$ cat src/rtl/key_press_scheduler.sv
// Note sequencer: buffers requested frequencies, looks each one up in an external key map and
// fires a single solenoid for a fixed press time followed by a release hold-off.
module key_press_scheduler #(
   parameter int unsigned PRESS_CYCLES   = 5000000,
   parameter int unsigned HOLDOFF_CYCLES = 2000000,
   parameter int unsigned FIFO_DEPTH     = 4
) (
   input  logic        clk_in,
   input  logic        rst_n_in,
   input  logic [12:0] note_freq_in,
   input  logic        note_valid_in,
   output logic        note_ready_out,
   output logic [12:0] map_freq_out,
   input  logic [4:0]  map_key_in,
   output logic [23:0] solenoid_out,
   output logic        busy_out,
   output logic [7:0]  drop_count_out
);

   localparam int unsigned AddrW     = $clog2(FIFO_DEPTH);
   localparam int unsigned MaxCycles = (PRESS_CYCLES > HOLDOFF_CYCLES) ? PRESS_CYCLES
                                                                       : HOLDOFF_CYCLES;
   localparam int unsigned CntW      = $clog2(MaxCycles + 1);
   localparam logic [CntW-1:0] PressLoad   = CntW'(PRESS_CYCLES - 1);
   localparam logic [CntW-1:0] HoldoffLoad = CntW'(HOLDOFF_CYCLES - 1);

   typedef enum logic [2:0] {StIdle, StLookup, StCheck, StPress, StHoldoff} state_e;

   state_e            state_q, state_d;
   logic [CntW-1:0]   cnt_q, cnt_d;
   logic [4:0]        key_q, key_d;
   logic [12:0]       map_freq_q, map_freq_d;
   logic [23:0]       sol_q, sol_d;
   logic [7:0]        drop_q, drop_d;

   logic [12:0]       fifo_mem [FIFO_DEPTH];
   logic [AddrW-1:0]  wr_ptr_q, rd_ptr_q;
   logic [AddrW:0]    count_q;
   logic              full, empty, push, pop;
   logic [4:0]        key_idx;

   assign full           = (count_q == (AddrW + 1)'(FIFO_DEPTH));
   assign empty          = (count_q == '0);
   // Held low while in reset so no transfer can be claimed before the FIFO is live.
   assign note_ready_out = rst_n_in && !full;
   assign push           = note_valid_in && note_ready_out;

   assign key_idx = (key_q[4] ? 5'd12 : 5'd0) + {1'b0, key_q[3:0]};

   always_ff @(posedge clk_in) begin
      if (push) begin
         fifo_mem[wr_ptr_q] <= note_freq_in;
      end
   end

   always_ff @(posedge clk_in or negedge rst_n_in) begin
      if (!rst_n_in) begin
         wr_ptr_q <= '0;
         rd_ptr_q <= '0;
         count_q  <= '0;
      end else begin
         if (push) wr_ptr_q <= wr_ptr_q + AddrW'(1);
         if (pop)  rd_ptr_q <= rd_ptr_q + AddrW'(1);
         case ({push, pop})
            2'b10:   count_q <= count_q + (AddrW + 1)'(1);
            2'b01:   count_q <= count_q - (AddrW + 1)'(1);
            default: count_q <= count_q;
         endcase
      end
   end

   always_comb begin
      state_d    = state_q;
      cnt_d      = cnt_q;
      key_d      = key_q;
      map_freq_d = map_freq_q;
      sol_d      = sol_q;
      drop_d     = drop_q;
      pop        = 1'b0;
      unique case (state_q)
         StIdle: begin
            if (!empty) begin
               pop        = 1'b1;
               map_freq_d = fifo_mem[rd_ptr_q];
               state_d    = StLookup;
            end
         end
         StLookup: begin
            key_d   = map_key_in;
            state_d = StCheck;
         end
         StCheck: begin
            if (key_q[3:0] > 4'd11 || map_freq_q == '0) begin
               if (drop_q != 8'hFF) drop_d = drop_q + 8'd1;
               state_d = StIdle;
            end else begin
               cnt_d   = PressLoad;
               sol_d   = 24'(1) << key_idx;
               state_d = StPress;
            end
         end
         StPress: begin
            if (cnt_q == '0) begin
               sol_d   = '0;
               cnt_d   = HoldoffLoad;
               state_d = StHoldoff;
            end else begin
               cnt_d = cnt_q - CntW'(1);
            end
         end
         StHoldoff: begin
            if (cnt_q == '0) state_d = StIdle;
            else             cnt_d   = cnt_q - CntW'(1);
         end
         default: state_d = StIdle;
      endcase
   end

   always_ff @(posedge clk_in or negedge rst_n_in) begin
      if (!rst_n_in) begin
         state_q    <= StIdle;
         cnt_q      <= '0;
         key_q      <= '0;
         map_freq_q <= '0;
         sol_q      <= '0;
         drop_q     <= '0;
      end else begin
         state_q    <= state_d;
         cnt_q      <= cnt_d;
         key_q      <= key_d;
         map_freq_q <= map_freq_d;
         sol_q      <= sol_d;
         drop_q     <= drop_d;
      end
   end

   assign map_freq_out   = map_freq_q;
   assign solenoid_out   = sol_q;
   assign drop_count_out = drop_q;
   assign busy_out       = (state_q != StIdle) || !empty;

endmodule

$ cat config.mk
export PLATFORM = sky130hd
export DESIGN_NAME = key_press_scheduler
export DESIGN_NICKNAME = d
export VERILOG_FILES = /design/src/rtl/key_press_scheduler.sv
export SDC_FILE = /design/constraint.sdc
export NUM_CORES = 1
export LEC_CHECK = 0
export CORE_UTILIZATION = 30
export DETAILED_ROUTE_END_ITERATION = 7
export PLACE_DENSITY_LB_ADDON = 0.15
export SLEW_MARGIN = 5
export SYNTH_ARGS = -nofsm -noshare
export SYNTH_HDL_FRONTEND = slang
export SYNTH_SLANG_ARGS = --single-unit
$ cat constraint.sdc
create_clock -name clk_in -period 2.98 [get_ports clk_in]
set_input_delay 0.447 -clock clk_in [delete_from_list [all_inputs] [get_ports clk_in]]
set_output_delay 0.447 -clock clk_in [all_outputs]
set_load 0.01 [all_outputs]
==> flow_summary_export.csv <==
group,metric,value,unit
status,outcome,"finished, final reports clean",
cts,cts_resized,0,
synth,synth_fp_nets,485,
min_path,hp-class,"in2async",
synth,synth_cells,454,
pwr,p_per_area,933,mW/mm^2
run,cap_viol_max_count,0,
floorplan,die_h,143,um
cts,clk_latency,0.42,ns
cts,cts_setup_buffers,0,
synth,synth_edf_count,52,
routing,drcViolationCount,0,
synth,ys_types,55,
place,dp_worst_setup_slack,0.207,ns
synth,ys_seq_area_share,61.4,%
global_route,grt_max_degree,65,
routing,vias,3866,
cts,cts_sinks,135,
timing,worst_pin_slew,1.20,ns
cts,clk_path_buf_depth,2,
finish,fill_cells,1889,
global_route,grt.total_usage,14.6,%
critical_path,setup.worst_path.end_class,"register",
finish,areaGrowthSynthToFinish,28.5,%
critical_path,crit_fanout,9,
routing,drt-total-wl,13600,um
finish,fin_nets,571,
timing,setup_viol,0,
timing,finalMaxSlewViolations,0,
cts,cts_hold_buf,0,
synth,ys_warn_count,0,
cts,htree_levels,4,
floorplan,core,0.0194,mm^2
synth,synth_area,0.00593,mm^2
floorplan,rows,51,
floorplan,die_area,0.0203,mm^2
finish,final_cells,818,
finish,final_util,39.3,%
place,hpwl,9270,um
finish,drive_above_1_share,16.8,%
routing,dr.pass1.iters,4,
global_route,antenna_found_initial,0,
pwr,power_leakage,0.00293,uW
critical_path,required,3.28,ns
timing,setup_tns,0,ns
timing,skew,0.00776,ns
finish,antenna_cells,0,
timing,period_share,92.8,%
cts,cts_buffers,17,
global_route,grt_pass1_vias,3988,
timing,hold_violations,0,
cts,clkTransAtPathRegs,0.06,ns
routing,via_per_inst,4.73,
timing,rsz0062_at_grt,"false",
critical_path,criticalPathCategory,"reg2reg",
floorplan,ioPinCount,68,
global_route,grt_pass1_wl,21900,um
global_route,grt_overflow,0,
routing,drtIter0Drc,213,
timing,final.min_clock_period,2.76,ns
critical_path,crit_path_start_kind,"register",
place,gp_congestion,0.893,
timing,max_freq,362,MHz
cts,cts-root-buf,"clkbuf_16",
routing,wl_per_cell,16.6,um
place,dp.cells,786,
floorplan,die_x,143,um
synth,synth-main-ff-cell,"dfrtp_1",
timing,max_slew_margin,19.4,%
synth,ys_seq_elements,135,
synth,async_flop_share,61.5,%
floorplan,start_util,30.5,%
timing,fin_ws,0.216,ns
place,port_buffers,67,
cts,cts_tree,"yes",
synth,synth.avg_cell_area,13.1,um^2
critical_path,worstPathArrival,3.07,ns
pwr,irDropWorstVdd,472,uV
routing,ant_nets,0,
==> synth_stat cells (6+ instances only) <==
master    number  area share (%)
inv_1         14            0.89
mux2_2        17             3.2
nand2_1       52             3.3
xnor2_1       19             2.8
edfxtp_1      52              26
o31ai_1       25             3.2
nor3_1        10            0.84
clkbuf_1      11            0.70
and3_1        10             1.1
ha_1           8             1.7
nor2_1        22             1.4
dfrtp_1       83              35
o21ai_0        6            0.51
mux4_2        13             4.9
nand4_1        6            0.63
nor4_1         7            0.74
or4_1          6            0.76
a21oi_1       14             1.2
==> final timing paths <==
check                                  from               end  slack (ns)  depth (start not counted)
max in group asynchronous          rst_n_in          cnt_q[8]        1.84                          3
min in group clk_in        solenoid_out[21]  solenoid_out[21]        0.47                          2
hold / removal                     rst_n_in  solenoid_out[14]        0.02                          2
setup reg to reg                  cnt_q[11]          cnt_q[6]        0.22                          6
hold reg to reg            solenoid_out[21]  solenoid_out[21]        0.47                          2
setup / recovery                  cnt_q[11]          cnt_q[6]        0.22                          6
==> cell type report <==
type                       count  area (um^2)  area share, %
inverter                      14         52.6          0.690
multi-input combinational    287         2150           28.2
clock inverter                15          213           2.79
tap                          265          332           4.35
clock buffer                  17          425           5.59
timing repair buffer          85          803           10.5
sequential                   135         3640           47.8
==> power breakdown <==
group	switching, uW	total, uW	internal, uW	leakage (uW)
combinational	1080	2110	1030	0.00110
sequential	371	2720	2350	0.00152
clock	861	2280	1420	0.000309
total	2310	7110	4800	0.00293
==> metrics by stage <==
stage                     instance area [um^2]  power (uW)  hold WS, ns
final                                     7610        7110       0.0250
after global routing                      7610        7530       0.0317
after CTS                                 7610        7230      0.00925
after detailed placement                  6980        4900        0.467
after global placement                    6980        4850        0.462
after floorplan                           5930        4010        0.151
==> routing by layer <==
layer / vias up / routed length (um) / part of all wire [%] / global-route usage (%)
met5: - / 0 / 0 / 0
met4: 0 / 222 / 1.6 / 6.51
met3: 14 / 429 / 3.2 / 3.30
met2: 66 / 6710 / 49 / 23.7
met1: 1913 / 6200 / 46 / 18.5
li1: 1873 / - / - / -
==> critical path, stage by stage, from the launching register on <==
cell	delay, ns
dfrtp_1	0.41
or4_4	0.57
or4_4	0.55
o31ai_4	0.37
and2_1	0.38
nor3_1	0.10
a211o_1	0.27
==> cell families (layout without fill, tap and decap cells) <==
logic type / after synthesis / count (layout) / share of synthesized area, %
buffers and inverters: 32 / 131 / 2.43
flip-flops: 135 / 135 / 61.4
AO/OA/AOI/OAI: 76 / 76 / 9.16
AND/OR/NAND/NOR: 147 / 147 / 12.9
multiplexers: 31 / 31 / 8.34
XOR/XNOR: 23 / 23 / 3.40
adder cells (fa/ha/maj): 10 / 10 / 2.36
==> flip-flops by register name (all words and copies together) (netlist names) <==
name            count
cnt_q              23
solenoid_out       24
count_q             3
fifo_mem           52
map_freq_out       13
wr_ptr_q            2
drop_count_out      8
key_q               5
rd_ptr_q            2
state_q             3
==> cells in the final DEF (no fill, tap or decap), types with 3 or more instances in the layout <==
| cell type | synthesis | final |
|---|---|---|
| clkdlybuf4s50_1 | 0 | 66 |
| nand2_1 | 52 | 52 |
| a2111oi_0 | 3 | 3 |
| dfrtp_1 | 83 | 83 |
| bufinv_16 | 0 | 4 |
| or3_1 | 5 | 5 |
| o22a_1 | 5 | 5 |
| inv_1 | 14 | 14 |
| nor2_1 | 22 | 22 |
| a31oi_1 | 3 | 3 |
| buf_4 | 2 | 19 |
| or2_2 | 5 | 5 |
| o21a_1 | 4 | 4 |
| mux2_2 | 17 | 17 |
| or4_1 | 6 | 6 |
| clkbuf_16 | 0 | 17 |
| nand4_1 | 6 | 6 |
| xnor2_1 | 19 | 19 |
| edfxtp_1 | 52 | 52 |
| nor2b_1 | 4 | 4 |
| nand2b_1 | 5 | 5 |
| nor3_1 | 10 | 10 |
| o31ai_1 | 25 | 25 |
| and2_1 | 3 | 3 |
| o21ai_0 | 6 | 6 |
| ha_1 | 8 | 8 |
| nand3_1 | 4 | 4 |
| and3_1 | 10 | 10 |
| inv_6 | 0 | 6 |
| a21oi_1 | 14 | 14 |
| xor2_1 | 4 | 4 |
| nor4_1 | 7 | 7 |
| mux4_2 | 13 | 13 |
Power figures use the tool's default switching activity.
